==> config.mk <==
export PLATFORM = sky130hd
export DESIGN_NAME = frame_swap_ctrl_flat
export DESIGN_NICKNAME = d
export VERILOG_FILES = /design/src/rtl/frame_swap_ctrl_if.sv /design/src/rtl/frame_swap_ctrl.sv /design/src/flat_wrapper.sv
export SDC_FILE = /design/constraint.sdc
export NUM_CORES = 1
export LEC_CHECK = 0
export CAP_MARGIN = 20
export CORE_ASPECT_RATIO = 1.2
export CORE_MARGIN = 3
export CORE_UTILIZATION = 50
export CTS_BUF_LIST = sky130_fd_sc_hd__clkbuf_4
export CTS_CLUSTER_SIZE = 8
export DETAILED_ROUTE_END_ITERATION = 7
export GPL_TIMING_DRIVEN = 0
export PLACE_DENSITY = 0.89
export SYNTH_ARGS = -nofsm -noshare
export SYNTH_HDL_FRONTEND = slang
export SYNTH_SLANG_ARGS = --single-unit
==> constraint.sdc <==
create_clock -name clk -period 4.8 [get_ports clk]
set_input_delay 0.48 -clock clk [delete_from_list [all_inputs] [get_ports clk]]
set_output_delay 0.48 -clock clk [all_outputs]
set_load 0.02 [all_outputs]
==> src/rtl/frame_swap_ctrl_if.sv <==
// Bundle of the CPU write port, swap control and back-buffer write bus of frame_swap_ctrl.
interface frame_swap_ctrl_if #(
  parameter int unsigned ADDR_W = 13,
  parameter int unsigned DATA_W = 32
);
  logic              cpu_wr_req;
  logic [ADDR_W-1:0] cpu_wr_addr;
  logic [DATA_W-1:0] cpu_wr_data;
  logic              cpu_wr_ack;
  logic              swap_req;
  logic              clear_on_swap;
  logic              vblank_start;
  logic              swap_busy;
  logic              swap_done;
  logic              front_sel;
  logic              buf_en;
  logic              switch_buffer;
  logic [ADDR_W-1:0] wr_addr;
  logic [DATA_W-1:0] wr_data;
  logic              wr_en;
  logic [15:0]       frame_count;

  modport master (
    output cpu_wr_req, cpu_wr_addr, cpu_wr_data, swap_req, clear_on_swap, vblank_start,
    input  cpu_wr_ack, swap_busy, swap_done, front_sel, buf_en, switch_buffer,
           wr_addr, wr_data, wr_en, frame_count
  );

  modport slave (
    input  cpu_wr_req, cpu_wr_addr, cpu_wr_data, swap_req, clear_on_swap, vblank_start,
    output cpu_wr_ack, swap_busy, swap_done, front_sel, buf_en, switch_buffer,
           wr_addr, wr_data, wr_en, frame_count
  );
endinterface

==> src/rtl/frame_swap_ctrl.sv <==
// Double-buffer sequencer for the VGA text path: forwards CPU writes to the back buffer,
// switches buffers at vblank on request and optionally refills the new back buffer.
module frame_swap_ctrl #(
  parameter int unsigned      ADDR_W     = 13,
  parameter int unsigned      DATA_W     = 32,
  parameter int unsigned      DEPTH      = 4800,
  parameter logic [DATA_W-1:0] CLEAR_WORD = 32'h0000_0020,
  parameter int unsigned      SETTLE_CYC = 2
) (
  input  logic              clk,
  input  logic              rst,
  frame_swap_ctrl_if.slave  bus
);

  typedef enum logic [2:0] {
    IDLE    = 3'd0,
    WAIT_VB = 3'd1,
    SWAP    = 3'd2,
    SETTLE  = 3'd3,
    CLEAR   = 3'd4
  } state_e;

  localparam int unsigned       SET_W     = (SETTLE_CYC > 1) ? $clog2(SETTLE_CYC) : 1;
  localparam logic [ADDR_W-1:0] LAST_ADDR = ADDR_W'(DEPTH - 1);
  localparam logic [SET_W-1:0]  SET_LAST  = SET_W'(SETTLE_CYC - 1);

  state_e              state_q, state_d;
  logic [SET_W-1:0]    set_cnt_q, set_cnt_d;
  logic [ADDR_W-1:0]   clr_cnt_q, clr_cnt_d;
  logic                clr_flag_q, clr_flag_d;
  logic                ack_q, ack_d;
  logic                busy_q, busy_d;
  logic                done_q, done_d;
  logic                front_q, front_d;
  logic                buf_en_q, buf_en_d;
  logic                switch_q, switch_d;
  logic [ADDR_W-1:0]   wr_addr_q, wr_addr_d;
  logic [DATA_W-1:0]   wr_data_q, wr_data_d;
  logic                wr_en_q, wr_en_d;
  logic [15:0]         frame_count_q, frame_count_d;
  logic                cpu_take_c;

  // Next-state and next-output logic; strobes default low every cycle.
  always_comb begin
    state_d       = state_q;
    set_cnt_d     = set_cnt_q;
    clr_cnt_d     = clr_cnt_q;
    clr_flag_d    = clr_flag_q;
    ack_d         = 1'b0;
    busy_d        = busy_q;
    done_d        = 1'b0;
    front_d       = front_q;
    buf_en_d      = 1'b1;
    switch_d      = 1'b0;
    wr_addr_d     = wr_addr_q;
    wr_data_d     = wr_data_q;
    wr_en_d       = 1'b0;
    frame_count_d = frame_count_q;
    cpu_take_c    = 1'b0;

    case (state_q)
      IDLE: begin
        cpu_take_c = 1'b1;
        if (bus.swap_req) begin
          state_d    = WAIT_VB;
          clr_flag_d = bus.clear_on_swap;
          busy_d     = 1'b1;
        end
      end
      WAIT_VB: begin
        if (bus.vblank_start) begin
          state_d  = SWAP;
          switch_d = 1'b1;
        end else begin
          cpu_take_c = 1'b1;
        end
      end
      SWAP: begin
        front_d       = ~front_q;
        frame_count_d = frame_count_q + 16'd1;
        set_cnt_d     = '0;
        state_d       = SETTLE;
      end
      SETTLE: begin
        if (set_cnt_q == SET_LAST) begin
          if (clr_flag_q) begin
            // First clear word is launched here so it lands on the first CLEAR cycle.
            state_d   = CLEAR;
            clr_cnt_d = '0;
            wr_en_d   = 1'b1;
            wr_addr_d = '0;
            wr_data_d = CLEAR_WORD;
          end else begin
            state_d = IDLE;
            done_d  = 1'b1;
            busy_d  = 1'b0;
          end
        end else begin
          set_cnt_d = set_cnt_q + SET_W'(1);
        end
      end
      CLEAR: begin
        if (clr_cnt_q == LAST_ADDR) begin
          state_d    = IDLE;
          done_d     = 1'b1;
          busy_d     = 1'b0;
          clr_flag_d = 1'b0;
        end else begin
          clr_cnt_d = clr_cnt_q + ADDR_W'(1);
          wr_en_d   = 1'b1;
          wr_addr_d = clr_cnt_q + ADDR_W'(1);
          wr_data_d = CLEAR_WORD;
        end
      end
      default: begin
        state_d = IDLE;
        busy_d  = 1'b0;
      end
    endcase

    // Out-of-range CPU addresses are acknowledged but never strobed.
    if (cpu_take_c && bus.cpu_wr_req) begin
      ack_d     = 1'b1;
      wr_addr_d = bus.cpu_wr_addr;
      wr_data_d = bus.cpu_wr_data;
      wr_en_d   = (bus.cpu_wr_addr <= LAST_ADDR);
    end
  end

  always_ff @(posedge clk) begin
    if (rst) begin
      state_q       <= IDLE;
      set_cnt_q     <= '0;
      clr_cnt_q     <= '0;
      clr_flag_q    <= 1'b0;
      ack_q         <= 1'b0;
      busy_q        <= 1'b0;
      done_q        <= 1'b0;
      front_q       <= 1'b0;
      buf_en_q      <= 1'b0;
      switch_q      <= 1'b0;
      wr_addr_q     <= '0;
      wr_data_q     <= '0;
      wr_en_q       <= 1'b0;
      frame_count_q <= '0;
    end else begin
      state_q       <= state_d;
      set_cnt_q     <= set_cnt_d;
      clr_cnt_q     <= clr_cnt_d;
      clr_flag_q    <= clr_flag_d;
      ack_q         <= ack_d;
      busy_q        <= busy_d;
      done_q        <= done_d;
      front_q       <= front_d;
      buf_en_q      <= buf_en_d;
      switch_q      <= switch_d;
      wr_addr_q     <= wr_addr_d;
      wr_data_q     <= wr_data_d;
      wr_en_q       <= wr_en_d;
      frame_count_q <= frame_count_d;
    end
  end

  assign bus.cpu_wr_ack    = ack_q;
  assign bus.swap_busy     = busy_q;
  assign bus.swap_done     = done_q;
  assign bus.front_sel     = front_q;
  assign bus.buf_en        = buf_en_q;
  assign bus.switch_buffer = switch_q;
  assign bus.wr_addr       = wr_addr_q;
  assign bus.wr_data       = wr_data_q;
  assign bus.wr_en         = wr_en_q;
  assign bus.frame_count   = frame_count_q;

endmodule

==> src/flat_wrapper.sv <==
// flat-port wrapper written by rule: the top's interface ports become plain ports
module frame_swap_ctrl_flat 
#(
  parameter int unsigned      ADDR_W     = 13,
  parameter int unsigned      DATA_W     = 32,
  parameter int unsigned      DEPTH      = 4800,
  parameter logic [DATA_W-1:0] CLEAR_WORD = 32'h0000_0020,
  parameter int unsigned      SETTLE_CYC = 2
)
  (clk, rst, bus_cpu_wr_req, bus_cpu_wr_addr, bus_cpu_wr_data, bus_swap_req, bus_clear_on_swap, bus_vblank_start, bus_cpu_wr_ack, bus_swap_busy, bus_swap_done, bus_front_sel, bus_buf_en, bus_switch_buffer, bus_wr_addr, bus_wr_data, bus_wr_en, bus_frame_count);
  frame_swap_ctrl_if #(.ADDR_W(ADDR_W), .DATA_W(DATA_W)) bus_i ();
  input  logic clk;
  input  logic rst;
  input wire logic [$bits(bus_i.cpu_wr_req)-1:0] bus_cpu_wr_req;
  input wire logic [$bits(bus_i.cpu_wr_addr)-1:0] bus_cpu_wr_addr;
  input wire logic [$bits(bus_i.cpu_wr_data)-1:0] bus_cpu_wr_data;
  input wire logic [$bits(bus_i.swap_req)-1:0] bus_swap_req;
  input wire logic [$bits(bus_i.clear_on_swap)-1:0] bus_clear_on_swap;
  input wire logic [$bits(bus_i.vblank_start)-1:0] bus_vblank_start;
  output wire logic [$bits(bus_i.cpu_wr_ack)-1:0] bus_cpu_wr_ack;
  output wire logic [$bits(bus_i.swap_busy)-1:0] bus_swap_busy;
  output wire logic [$bits(bus_i.swap_done)-1:0] bus_swap_done;
  output wire logic [$bits(bus_i.front_sel)-1:0] bus_front_sel;
  output wire logic [$bits(bus_i.buf_en)-1:0] bus_buf_en;
  output wire logic [$bits(bus_i.switch_buffer)-1:0] bus_switch_buffer;
  output wire logic [$bits(bus_i.wr_addr)-1:0] bus_wr_addr;
  output wire logic [$bits(bus_i.wr_data)-1:0] bus_wr_data;
  output wire logic [$bits(bus_i.wr_en)-1:0] bus_wr_en;
  output wire logic [$bits(bus_i.frame_count)-1:0] bus_frame_count;
  assign bus_i.cpu_wr_req = bus_cpu_wr_req;
  assign bus_i.cpu_wr_addr = bus_cpu_wr_addr;
  assign bus_i.cpu_wr_data = bus_cpu_wr_data;
  assign bus_i.swap_req = bus_swap_req;
  assign bus_i.clear_on_swap = bus_clear_on_swap;
  assign bus_i.vblank_start = bus_vblank_start;
  assign bus_cpu_wr_ack = bus_i.cpu_wr_ack;
  assign bus_swap_busy = bus_i.swap_busy;
  assign bus_swap_done = bus_i.swap_done;
  assign bus_front_sel = bus_i.front_sel;
  assign bus_buf_en = bus_i.buf_en;
  assign bus_switch_buffer = bus_i.switch_buffer;
  assign bus_wr_addr = bus_i.wr_addr;
  assign bus_wr_data = bus_i.wr_data;
  assign bus_wr_en = bus_i.wr_en;
  assign bus_frame_count = bus_i.frame_count;
  frame_swap_ctrl #(.ADDR_W(ADDR_W), .DATA_W(DATA_W), .DEPTH(DEPTH), .CLEAR_WORD(CLEAR_WORD), .SETTLE_CYC(SETTLE_CYC)) u_core (.clk(clk), .rst(rst), .bus(bus_i));
endmodule
==> out/metrics.cfg, run 1 <==
[outcome]
run_status = completed

[cells_and_area]
area_growth_pct = 40.9
final_cell_mix = clkdlybuf4s50_1, dfxtp_1, nor2_1
antenna_cells = 0
drive_gt1_share_pct = 10.9
nNetsFinal = 544
final_common_cell = clkdlybuf4s50_1

[synth]
synth_edf_count = 0
synth_top_cell_by_area = dfxtp_1
yosys-top-cells-area = dfxtp_1, a22o_2, nor2_1
synth_top_family_by_area = compound AO/OA/AOI/OAI gates
synth_nets = 416
synth_fa_ha_area_share_pct = 0.720
yosys_warnings = 0
synth_ff_type = dfxtp_1
synth_xor_area_share_pct = 6.05
synth_seq_cells = 86
synthMuxAreaShare_pct = 0.901
synth_cell_types = 57
synth_top_area_share_pct = 49.6
syn_area_um2 = 3470
syn_inst = 363
yosysSeqAreaShare_pct = 49.6
synth-simple-area-share_pct = 19.0
synth_compound_area_share_pct = 19.9
synth_area_per_cell_um2 = 9.57
synthArstFlopShare_pct = 0

[global_routing]
grt_max_degree = 16
grt_pass1_vias = 3215
antenna_found_initial = 0
grt_pass1_wl_um = 15100
overflow = 0
track_usage_pct = 23.9

[timing]
finalHoldViolations = 0
worst_pin_slew_ns = 0.727
period_needed_ns = 2.46
rsz0062_at_grt = false
finClkSkew_ns = 0.0152
setup_tns_ns = 0
max_freq_mhz = 406
slew-limit-headroom_pct = 51.5
setup_ws_ns = 2.34
timing.final.crit_share_pct = 51.3
setup_violations = 0
slew_violations = 0

[routing]
drcViolationCount = 0
wl_met3_um = 942
drt_wl_total_um = 9370
via_count = 3251
wire_per_inst_um = 16.1
highest_layer = met4
met2WireLength_um = 4460
wl_met1_um = 3840
firstDrtPassIters = 5
vias_per_cell = 5.60
antenna_left = 0
drt_first_iter_violations = 209

[floorplanning]
core_um2 = 6570
die_h_um = 97.3
initial_core_util_pct = 52.9
rows = 32
die_x_um = 82.1
dieArea_um2 = 7990
io_pins = 119

[placed_design]
gp_congestion = 0.920
place_ws_ns = 2.38
dp_hpwl_um = 6980
io_buffers = 117

[clock_tree]
hold_buffers = 0
cts_tree = done
clk-insertion-delay-late_ns = 0.43
cts_setup_buffers = 0
cts_max_path_buffers = 2
numCtsBuffers = 9
root_buffer = clkbuf_4
h-tree-depth = 3
clock_sinks = 86
ctsResizeCount = 0
clk_transition_reported_paths_ns = 0.14

[critical_path]
worstSetupPathType = reg2reg
start_kind = register
reg2reg_setup_slack_ns = 2.34
cp.arrival_ns = 2.80
cp_max_fo = 10
endpoint_kind = register
cp.required_ns = 5.14

[power]
ir_drop_mv = 0.222
power_mw = 1.47
p_per_area_nw_per_um2 = 301
p_leak_nw = 1.78

[run]
maxCapViolations = 0

[min_path]
worstHoldPathType = reg2reg

[state kept, by name (all words and copies together) (netlist names), 3 cells and up]
name	flops
u_core.state_q	3
u_core.bus.wr_addr	13
u_core.bus.frame_count	16
u_core.clr_cnt_q	13
u_core.bus.wr_data	32
[metal layers]
layer,up-vias,GRT usage [%]
met3,13,5.38
met1,1495,28.9
met2,171,40.6
met4,0,8.31
met5,-,0
li1,1572,-
[cell type report]
| cell class | count | area (um2) |
|---|---|---|
| multi-input combinational | 248 | 1620 |
| buffer | 24 | 116 |
| timing repair buffer | 117 | 1170 |
| sequential | 86 | 1720 |
| clock inverter | 7 | 73.8 |
| fill | 502 | 1670 |
| inverter | 5 | 18.8 |
| clock buffer | 9 | 67.6 |
| tap | 85 | 106 |
[critical path: stages (launching register included)]
cell     delay (ns)
dfxtp_1        0.42
ha_1           0.22
nand3_1        0.15
or4_4          0.61
a21oi_2        0.38
buf_2          0.31
a21oi_1        0.10
o21a_1         0.18
[stage by stage]
| stage | cell area [um2] | utilization [%] | instances | hold WS [ns] |
|---|---|---|---|---|
| floorplan | 3470 | - | 363 | 0.462 |
| global placement | 4750 | 72.4 | 565 | 0.455 |
| detailed placement | 4750 | 72.4 | 565 | 0.457 |
| CTS | 4890 | 74.5 | 581 | 0.480 |
| global route | 4890 | 74.5 | 581 | 0.512 |
| finish | 4890 | 74.5 | 581 | 0.479 |
[path summary, 6_finish.rpt]
check / start / to / depth (start not counted)
setup / recovery: u_core.clr_cnt_q[0] / u_core.bus.wr_en / 7
hold / removal: u_core.bus.wr_addr[8] / u_core.bus.wr_addr[8] / 2
setup reg to reg: u_core.clr_cnt_q[0] / u_core.bus.wr_en / 7
hold reg to reg: u_core.bus.wr_addr[8] / u_core.bus.wr_addr[8] / 2
[power breakdown]
group	internal (mW)	total [mW]	switching [mW]
clock	0.159	0.411	0.252
sequential	0.755	0.778	0.0223
combinational	0.148	0.286	0.138
total	1.06	1.47	0.412
[Yosys cell counts, drive strengths merged, types with 2 or more instances]
| master | count |
|---|---|
| a21oi | 24 |
| nand4 | 5 |
| o21ai | 4 |
| a31oi | 5 |
| nor3 | 5 |
| nor3b | 2 |
| xnor2 | 9 |
| nand3 | 21 |
| a22o | 31 |
| nor2 | 36 |
| a2111oi | 3 |
| and4 | 5 |
| inv | 5 |
| ha | 2 |
| and3 | 6 |
| or4 | 2 |
| a311oi | 3 |
| nor2b | 2 |
| a211oi | 4 |
| or2 | 2 |
| xor2 | 15 |
| dfxtp | 86 |
| or3 | 4 |
| nand2 | 34 |
| a22oi | 3 |
| buf | 7 |
| clkbuf | 17 |
| mux2i | 2 |
[logic make-up (layout without fill, tap and decap cells)]
group                    after synthesis  after routing
AND/OR/NAND/NOR                      131            131
AO/OA/AOI/OAI                         88             88
flip-flops                            86             86
buffers and inverters                 29            162
XOR/XNOR                              24             24
multiplexers                           3              3
adder cells (fa/ha/maj)                2              2
Power figures use the tool's default switching activity.
==> run 2: changes to the inputs <==
CORE_UTILIZATION = 42   (was 50)
PLACE_DENSITY = 0.8   (was 0.89)
clock period = 2.1 ns   (was 4.8 ns; I/O delays follow)
==> run 2 against run 1 <==
Clock skew grew 0.0031 ns; sequential power grew 130%; power grew 140%; global-route usage shrank 3.9 points; clock power grew 150%; non-clock buffer count grew 8; hold slack lost 0.15 ns; cell count grew 2.4%; highest routed layer unchanged.
==> out/metrics.cfg, run 2 (synthesized netlist as in run 1, its figures left out) <==
[placed_design]
io_buffers = 117
dp_hpwl_um = 6920
gp_congestion = 0.848
place_ws_ns = -0.314

[run]
maxCapViolations = 0

[timing]
setup_ws_ns = 0.0454
rsz0062_at_grt = true
worst_pin_slew_ns = 0.550
setup_violations = 0
slew_violations = 0
finalHoldViolations = 0
slew-limit-headroom_pct = 63.3
max_freq_mhz = 487
timing.final.crit_share_pct = 97.8
finClkSkew_ns = 0.0183
period_needed_ns = 2.05

[floorplanning]
dieArea_um2 = 9400
die_x_um = 89.0
die_h_um = 106
initial_core_util_pct = 44.3
io_pins = 119
core_um2 = 7840
rows = 35

[power]
ir_drop_mv = 0.349
p_per_area_nw_per_um2 = 680
p_leak_nw = 1.93

[global_routing]
antenna_found_initial = 0
grt_pass1_wl_um = 15200
grt_max_degree = 14
overflow = 0
track_usage_pct = 20.0
grt_pass1_vias = 3202

[critical_path]
crit_slowest_cell = or4_4
endpoint_kind = register
cp.arrival_ns = 2.42
cp.required_ns = 2.47
critical_path.max_stage_delay_ns = 0.60
worstSetupPathType = reg2reg
cp_max_fo = 10
worstPathCellList = ha_4 > nand3_4 > or4_4 > a2111oi_4 > buf_6 > buf_8 > a22o_2
start_kind = register

[cells_and_area]
area_growth_pct = 48.3
drive_gt1_share_pct = 14.9
antenna_cells = 0
nNetsFinal = 552
final_common_cell = clkdlybuf4s50_1
nFillCells = 643
fin_util_pct = 65.7
multi_input_area_um2 = 1740
largest_reg_flops = 32
final_cell_mix = clkdlybuf4s50_1, dfxtp_1, nor2_1
seqCellArea_um2 = 1730

[routing]
via_count = 3288
firstDrtPassIters = 5
drt_wl_total_um = 9650
drt_first_iter_violations = 245
vias_per_cell = 5.53
drcViolationCount = 0
wire_per_inst_um = 16.2
antenna_left = 0

[outcome]
run_status = completed

[clock_tree]
clk_transition_reported_paths_ns = 0.13
h-tree-depth = 3
cts_tree = done
numCtsBuffers = 9
clock_sinks = 86
cts_max_path_buffers = 2
root_buffer = clkbuf_4
hold_buffers = 0
clk-insertion-delay-late_ns = 0.42

[min_path]
worstHoldPathType = in2reg

==> run 2: cell count changes in the layout (fill, tap and decap cells not counted), moves of 2 or more <==
cell        before  now
clkbuf_4         9   11
clkbuf_2         0    3
buf_6            3    1
dfxtp_2          0    4
a22o_4           0    9
clkinvlp_4       4    1
nand3_1         20   18
clkbuf_1        17   12
dfxtp_1         86   82
buf_8            0    3
a22o_2          21   12
buf_4            0    9
==> run 2: final cells by class <==
type / count / area share, %
Sequential cell: 86 / 33.5
Multi-Input combinational cell: 248 / 33.8
Tap cell: 92 / 2.24
Inverter: 5 / 0.364
Buffer: 22 / 2.45
Clock buffer: 11 / 1.60
Clock inverter: 4 / 1.41
Timing Repair Buffer: 127 / 24.6
==> run 2: worst paths after layout <==
check / from / end / slack, ns / cells after the start
min: rst / u_core.bus.buf_en / 0.33 / 2
max reg2reg: u_core.clr_cnt_q[1] / u_core.bus.wr_data[29] / 0.05 / 7
min reg2reg: u_core.bus.wr_addr[8] / u_core.bus.wr_addr[8] / 0.48 / 2
max: u_core.clr_cnt_q[1] / u_core.bus.wr_data[29] / 0.05 / 7
==> run 2: per-stage QoR <==
| stage | cells | total power [mW] | setup TNS [ns] | cell area [um2] | hold slack (ns) |
|---|---|---|---|---|---|
| 6_report | 595 | 3.50 | 0 | 5150 | 0.328 |
| 5_1_grt | 595 | 3.64 | -0.680 | 5150 | 0.353 |
| 4_1_cts | 592 | 3.49 | 0 | 4990 | 0.310 |
| 3_5_place_dp | 572 | 2.46 | -11.74 | 4760 | 0.455 |
| 3_3_place_gp | 572 | 2.45 | -8.00 | 4760 | 0.455 |
| 2_1_floorplan | 363 | 2.13 | 0 | 3470 | 0.334 |
==> run 2: power breakdown <==
part	switching (mW)	internal (mW)	total [mW]
Clock	0.516	0.502	1.02
Combinational	0.318	0.374	0.692
Sequential	0.0641	1.73	1.79
Total	0.898	2.60	3.50
==> run 2: critical path, delay by kind of cell (launching register included) <==
kind | cells | cell delay, ns
compound gates | 2 | 0.46
fa+ha+maj | 1 | 0.16
buf+inv | 2 | 0.34
flops | 1 | 0.37
simple gates | 2 | 0.68
==> run 2: layer usage <==
metal / up-vias / routed length [um] / GRT usage [%]
li1: 1590 / - / -
met1: 1552 / 4080 / 25.3
met2: 135 / 4710 / 33.1
met3: 11 / 751 / 3.75
met4: 0 / 119 / 7.77
met5: - / 0 / 0
==> run 2: timing repair <==
action	CTS	global route
resized for setup	10	24
setup buffers	5	4
setup endpoints to repair	63	52
pin swaps	3	4
gates cloned	0	1
